`config.mk`:
```
export PLATFORM = sky130hd
export DESIGN_NAME = sd_blk_resp
export DESIGN_NICKNAME = d
export VERILOG_FILES = /design/src/rtl/sd_blk_resp.sv
export SDC_FILE = /design/constraint.sdc
export NUM_CORES = 1
export LEC_CHECK = 0
export CAP_MARGIN = 20
export CORE_ASPECT_RATIO = 1.5
export CORE_MARGIN = 1.5
export CORE_UTILIZATION = 41
export CTS_CLUSTER_SIZE = 40
export DETAILED_ROUTE_END_ITERATION = 10
export PLACE_DENSITY = 0.77
export SLEW_MARGIN = 10
export SYNTH_ARGS = -nofsm -noshare
export SYNTH_HDL_FRONTEND = slang
export SYNTH_SLANG_ARGS = --single-unit
```
`constraint.sdc`:
```
create_clock -name clk_sys -period 2.2 [get_ports clk_sys]
set_clock_uncertainty 0.1 [all_clocks]
set_input_delay 0.22 -clock clk_sys [delete_from_list [all_inputs] [get_ports clk_sys]]
set_output_delay 0.22 -clock clk_sys [all_outputs]
set_load 0.05 [all_outputs]
```
`src/rtl/sd_blk_resp.sv`:
```
`timescale 1ns/1ps
// SD block responder: moves one 512-byte block between the core sector buffer and a byte-wide backing store.
// Latency: sd_ack rises ACK_DELAY cycles after acceptance; store_rd/store_wr are held until store_ready (backpressure stalls the byte walk).
module sd_blk_resp #(
  parameter int LBA_W     = 8,
  parameter int ACK_DELAY = 4
) (
  input  logic             clk_sys,
  input  logic             reset,
  input  logic [31:0]      sd_lba,
  input  logic             sd_rd,
  input  logic             sd_wr,
  output logic             sd_ack,
  output logic [8:0]       sd_buff_addr,
  output logic [7:0]       sd_buff_dout,
  output logic             sd_buff_wr,
  input  logic [7:0]       sd_buff_din,
  output logic [LBA_W+8:0] store_addr,
  output logic             store_rd,
  output logic             store_wr,
  output logic [7:0]       store_din,
  input  logic [7:0]       store_dout,
  input  logic             store_ready
);

  typedef enum logic [2:0] {
    IDLE, DELAY, RD_REQ, RD_PUT, WR_ADDR, WR_WAIT, WR_REQ, DONE
  } state_t;

  localparam logic [3:0] DLY_LAST  = 4'(ACK_DELAY - 1);
  localparam logic [8:0] BYTE_LAST = 9'd511;

  state_t             state_q, state_d;
  logic [LBA_W-1:0]   lba_q, lba_d;
  logic               is_rd_q, is_rd_d;
  logic [8:0]         byte_q, byte_d;
  logic [3:0]         dly_q, dly_d;
  logic               sd_ack_q, sd_ack_d;
  logic [8:0]         sd_buff_addr_q, sd_buff_addr_d;
  logic [7:0]         sd_buff_dout_q, sd_buff_dout_d;
  logic               sd_buff_wr_q, sd_buff_wr_d;
  logic               store_rd_q, store_rd_d;
  logic               store_wr_q, store_wr_d;
  logic [7:0]         store_din_q, store_din_d;
  logic [LBA_W+8:0]   store_addr_q, store_addr_d;

  logic lba_hi_unused;
  assign lba_hi_unused = ^sd_lba[31:LBA_W];

  always_comb begin
    state_d        = state_q;
    lba_d          = lba_q;
    is_rd_d        = is_rd_q;
    byte_d         = byte_q;
    dly_d          = dly_q;
    sd_ack_d       = sd_ack_q;
    sd_buff_dout_d = sd_buff_dout_q;
    sd_buff_wr_d   = 1'b0;
    store_rd_d     = store_rd_q;
    store_wr_d     = store_wr_q;
    store_din_d    = store_din_q;

    case (state_q)
      IDLE: begin
        if (sd_rd || sd_wr) begin
          lba_d   = sd_lba[LBA_W-1:0];
          is_rd_d = sd_rd;
          byte_d  = 9'd0;
          dly_d   = 4'd0;
          state_d = DELAY;
        end
      end
      DELAY: begin
        if (dly_q == DLY_LAST) begin
          sd_ack_d   = 1'b1;
          store_rd_d = is_rd_q;
          state_d    = is_rd_q ? RD_REQ : WR_ADDR;
        end else begin
          dly_d = dly_q + 4'd1;
        end
      end
      RD_REQ: begin
        if (store_ready) begin
          sd_buff_dout_d = store_dout;
          store_rd_d     = 1'b0;
          sd_buff_wr_d   = 1'b1;
          state_d        = RD_PUT;
        end
      end
      RD_PUT: begin
        if (byte_q == BYTE_LAST) begin
          sd_ack_d = 1'b0;
          byte_d   = 9'd0;
          state_d  = DONE;
        end else begin
          byte_d     = byte_q + 9'd1;
          store_rd_d = 1'b1;
          state_d    = RD_REQ;
        end
      end
      WR_ADDR: state_d = WR_WAIT;
      // Buffer RAM output is registered, so data for byte_q is valid only now.
      WR_WAIT: begin
        store_din_d = sd_buff_din;
        store_wr_d  = 1'b1;
        state_d     = WR_REQ;
      end
      WR_REQ: begin
        if (store_ready) begin
          store_wr_d = 1'b0;
          if (byte_q == BYTE_LAST) begin
            sd_ack_d = 1'b0;
            byte_d   = 9'd0;
            state_d  = DONE;
          end else begin
            byte_d  = byte_q + 9'd1;
            state_d = WR_ADDR;
          end
        end
      end
      DONE:    state_d = IDLE;
      default: state_d = IDLE;
    endcase

    // Addresses track the counter; byte_d is zero on the way into DONE.
    sd_buff_addr_d = byte_d;
    store_addr_d   = {lba_d, byte_d};
  end

  always_ff @(posedge clk_sys or posedge reset) begin
    if (reset) begin
      state_q        <= IDLE;
      lba_q          <= '0;
      is_rd_q        <= 1'b0;
      byte_q         <= 9'd0;
      dly_q          <= 4'd0;
      sd_ack_q       <= 1'b0;
      sd_buff_addr_q <= 9'd0;
      sd_buff_dout_q <= 8'd0;
      sd_buff_wr_q   <= 1'b0;
      store_rd_q     <= 1'b0;
      store_wr_q     <= 1'b0;
      store_din_q    <= 8'd0;
      store_addr_q   <= '0;
    end else begin
      state_q        <= state_d;
      lba_q          <= lba_d;
      is_rd_q        <= is_rd_d;
      byte_q         <= byte_d;
      dly_q          <= dly_d;
      sd_ack_q       <= sd_ack_d;
      sd_buff_addr_q <= sd_buff_addr_d;
      sd_buff_dout_q <= sd_buff_dout_d;
      sd_buff_wr_q   <= sd_buff_wr_d;
      store_rd_q     <= store_rd_d;
      store_wr_q     <= store_wr_d;
      store_din_q    <= store_din_d;
      store_addr_q   <= store_addr_d;
    end
  end

  assign sd_ack       = sd_ack_q;
  assign sd_buff_addr = sd_buff_addr_q;
  assign sd_buff_dout = sd_buff_dout_q;
  assign sd_buff_wr   = sd_buff_wr_q;
  assign store_addr   = store_addr_q;
  assign store_rd     = store_rd_q;
  assign store_wr     = store_wr_q;
  assign store_din    = store_din_q;

endmodule

```
==> results of run 1 <==
-- cell type report --
type,instances,area (sq um),share of cell area [%]
clock buffer,7,86.3,2.84
clock inverter,1,30.0,0.987
inverter,5,18.8,0.617
multi-input combinational,105,861,28.3
sequential,45,1130,37.0
tap,66,82.6,2.71
timing repair buffer,87,838,27.5
-- worst max path at each step --
| stage | slack, ns | to | start |
|---|---|---|---|
| 6_report | 0.16 | store_rd$_DFFE_PP0P_ | store_addr[6]$_DFFE_PP0P_ |
| 5_1_grt | 0.09 | store_rd$_DFFE_PP0P_ | store_addr[6]$_DFFE_PP0P_ |
| 4_1_cts | 0.16 | store_rd$_DFFE_PP0P_ | store_addr[6]$_DFFE_PP0P_ |
| 3_5_place_dp | 0.19 | store_rd$_DFFE_PP0P_ | store_addr[6]$_DFFE_PP0P_ |
| 3_3_place_gp | 0.19 | store_rd$_DFFE_PP0P_ | store_addr[6]$_DFFE_PP0P_ |
| 2_1_floorplan | 0.04 | store_addr[7]$_DFFE_PP0P_ | store_addr[4]$_DFFE_PP0P_ |
-- state kept, by name (all words and copies together), names as in the netlist --
name,flops
dly_q,4
store_wr,1
store_rd,1
store_din,8
sd_buff_wr,1
is_rd_q,1
sd_buff_dout,8
lba_q,1
sd_ack,1
state_q,3
store_addr,16
-- per-stage QoR --
step | util (%) | worst slack (ns) | power, mW
2_1_floorplan | - | 0.0401 | 1.64
3_3_place_gp | 59.9 | 0.188 | 1.95
3_5_place_dp | 59.9 | 0.185 | 1.96
4_1_cts | 62.3 | 0.158 | 2.60
5_1_grt | 62.3 | 0.0882 | 2.68
6_report | 62.3 | 0.165 | 2.57
-- layer usage --
metal / GRT usage (%) / wire [um]
met1: 21.1 / 1710
met2: 28.2 / 2430
met3: 3.30 / 151
met4: 6.74 / 63
met5: 0 / 0
-- synth_stat cells --
cell type	count	area, sq um
sky130_fd_sc_hd__nand3_1	6	30.0
sky130_fd_sc_hd__a21o_1	1	7.51
sky130_fd_sc_hd__dfrtp_1	45	1130
sky130_fd_sc_hd__nand2b_1	2	12.5
sky130_fd_sc_hd__nor3_2	1	10.0
sky130_fd_sc_hd__a31oi_1	4	25.0
sky130_fd_sc_hd__nor2_1	6	22.5
sky130_fd_sc_hd__o21a_1	1	7.51
sky130_fd_sc_hd__a22o_1	7	61.3
sky130_fd_sc_hd__inv_1	4	15.0
sky130_fd_sc_hd__a21oi_1	10	50.1
sky130_fd_sc_hd__nand4_1	1	6.26
sky130_fd_sc_hd__nor3_1	1	5.00
sky130_fd_sc_hd__mux4_2	1	22.5
sky130_fd_sc_hd__nor4_4	1	21.3
sky130_fd_sc_hd__and2_1	1	6.26
sky130_fd_sc_hd__nand2_2	1	6.26
sky130_fd_sc_hd__xor2_1	2	17.5
sky130_fd_sc_hd__and4_1	2	17.5
sky130_fd_sc_hd__xnor2_1	2	17.5
sky130_fd_sc_hd__mux2_2	26	293
sky130_fd_sc_hd__inv_2	1	3.75
sky130_fd_sc_hd__mux2_1	1	11.3
sky130_fd_sc_hd__o211ai_1	2	15.0
sky130_fd_sc_hd__a211o_1	2	17.5
sky130_fd_sc_hd__ha_1	4	50.1
sky130_fd_sc_hd__nand4b_1	1	8.76
sky130_fd_sc_hd__nor3b_1	1	7.51
sky130_fd_sc_hd__o21ai_0	2	10.0
sky130_fd_sc_hd__or3b_2	1	8.76
sky130_fd_sc_hd__and3_1	2	12.5
sky130_fd_sc_hd__and2b_1	1	7.51
sky130_fd_sc_hd__nor3b_2	2	25.0
sky130_fd_sc_hd__nand3b_1	1	7.51
sky130_fd_sc_hd__nand2_1	7	26.3
sky130_fd_sc_hd__or2_2	1	6.26
sky130_fd_sc_hd__buf_4	14	105
sky130_fd_sc_hd__o31ai_1	1	7.51
-- power by group through the flow --
stage	combinational (mW)	sequential (mW)	clock, mW
after floorplan	0.372	1.27	0
after global placement	0.964	0.982	0
after detailed placement	0.971	0.988	0
after CTS	0.972	0.971	0.657
after global routing	1.01	0.984	0.690
final	0.966	0.970	0.638
-- cells by family after synthesis --
group,after synthesis,share of synthesized area [%]
and+or+nand+nor,39,11.7
AOI/OAI and AO/OA,30,9.54
xor gates and xnor gates,4,1.66
buffers and inverters,19,5.87
adders and majority gates,4,2.37
muxes,28,15.5
DFF,45,53.3
==> implementation parameters, run 1 <==
Parameter                              Value

Run status
  Run status    finished clean

Worst setup path
  Cell mode on critical path    sky130_fd_sc_hd__and4_1
  Worst path top cell family by delay    simple AND/OR/NAND/NOR gates
  Cell breakdown of the critical path    and4_1, and4_1, ha_1, nand2_1, o211ai_1, a21oi_1, mux2_1
  Reg-to-reg critical path startpoint    store_addr[6]$_DFFE_PP0P_
  Crit path arrival time    ~2.1 ns
  Worst flop-to-flop path endpoint    store_rd$_DFFE_PP0P_
  Worst path buffer plus inverter count    0
  Type of the setup path with the least slack    reg -> reg
  Critical path's slowest cell    sky130_fd_sc_hd__dfrtp_1
  Required time of the critical path    roughly 2.3 ns
  Setup crit end kind    flop
  Worst reg2reg path depth    7
  Critical path peak fanout    5
  Number of cells on the critical path    7
  Flop-to-flop setup slack    ~0.16 ns
  Biggest cell delay along the critical path    0.43 ns
  Element type at the critical path start    flop

Timing
  Setup tns final    0 ns
  Max-slew headroom at the worst pin    roughly two thirds
  Post-route fraction of the period consumed by the critical path    between 90% and 100%
  Final Hold Violating Endpoints    0
  Setup violations, final    0
  RSZ-0062 raised after global routing    false
  Post-layout minimum cycle time    a little over 2 ns
  Worst hold margin    0.147 ns
  Transition at the pin with the smallest max-transition slack    roughly 0.52 ns
  Maximum clock frequency    around 500 MHz
  Max-slew violations    0

Final layout
  Fillers    437
  Post-layout nets    between 300 and 400
  Final Instance Count excl. Fillers    ~320
  Cell area after layout    0.00304 sq mm
  Area added between synthesis and finish    44.2%
  Most used cells in the layout excluding fill and tap cells    sky130_fd_sc_hd__clkdlybuf4s50_1, sky130_fd_sc_hd__dfrtp_1, sky130_fd_sc_hd__mux2_2, sky130_fd_sc_hd__buf_4, sky130_fd_sc_hd__a21oi_1
  Commonest non-fill, non-tap cell in the layout    sky130_fd_sc_hd__clkdlybuf4s50_1
  Antenna cells    0
  Fraction of layout instances using a drive strength above 1    between 20% and 30%

Placement
  RePlAce Congestion    0.788
  Number of instances in the placed design    308
  Count of input and output buffers    74
  Placed instance area    0.00293 sq mm
  HPWL after detailed placement    approximately 3.3 mm

Detailed routing
  Number of DRC violations after detailed routing    0
  DRC marker count from the first detailed-route iteration    slightly below 50
  Number of vias after detailed routing    1,615
  Average via count per standard cell    ~5.1
  First-pass iteration count of the detailed router    5
  Post-detailed-route count of antenna-violating nets    0
  DR WL/cell    roughly 14 um
  Total wire length after detailed routing    4.35 mm

Global routing
  Maximum number of pins on one net before global-route repair    22
  Total global-route track usage    roughly 17%
  Wire length of the first global-routing pass    approximately 7.4 mm
  Antenna violations before repair    0
  Grt total ovfl    0
  Via count of the first global-routing pass    1,636

Clock tree
  Clock tree from TritonCTS    yes
  Number of H-tree levels    2
  Number of buffers created by CTS    5
  Clock root buffer    sky130_fd_sc_hd__clkbuf_8
  Number of hold buffers added after CTS    0
  Post-CTS repair timing setup buffer count    0
  CTS clock-pin slew for the worst setup and hold paths    ~0.08 ns
  CTS Buffer Depth    2
  TritonCTS Sinks    45
  Number of gates given a new drive strength after cts    0
  Clock insertion delay at the later pin of the skew report    a little under 0.3 ns

Synthesis
  Total standard cell area after synthesis    about 0.0021 sq mm
  Proportion of synthesized chip area in sequential cells    a little over half
  Number of warnings reported in the yosys synthesis log    0
  Total nets after synthesis    around 230
  Mean instance size in the synthesized netlist    ~12 sq um
  Count of unique library cells instantiated by Yosys    38
  Yosys reg bits    between 40 and 50
  Gate count after technology mapping    about 170

Pwr
  Switching part of the total power    approximately 36%
  Internal power    ~1.6 mW
  Leak Pwr    1.31 nW
  Net load switching power    around 940 uW
  IR drop worst, VDD    0.415 mV
  Part of the power in the clock network    between 20 and 25%
  Power Dens Cells    ~850 mW/mm^2
  Seq pwr share    between 30% and 40%
  Share of total power in combinational logic    between 30% and 40%

Hold path
  Class of the worst hold path    in -> async

Flow run
  Max-capacitance violation count    0

Floorplan
  Die extent in x    61.6 um
  Area inside the core boundary    0.00489 sq mm
  Die area    about 0.0056 sq mm
  Cell row count    31
  Initial Utilization    around 43%
  Vertical die dimension    between 90 and 100 um
  IO Pins    99
(Power assumes the default switching activity.)
==> run 2: changes to the inputs <==
- SKIP_CTS_REPAIR_TIMING: not set -> 1
==> results of run 2 <==
The final DEF is identical to that of run 1; final timing and power are the same.
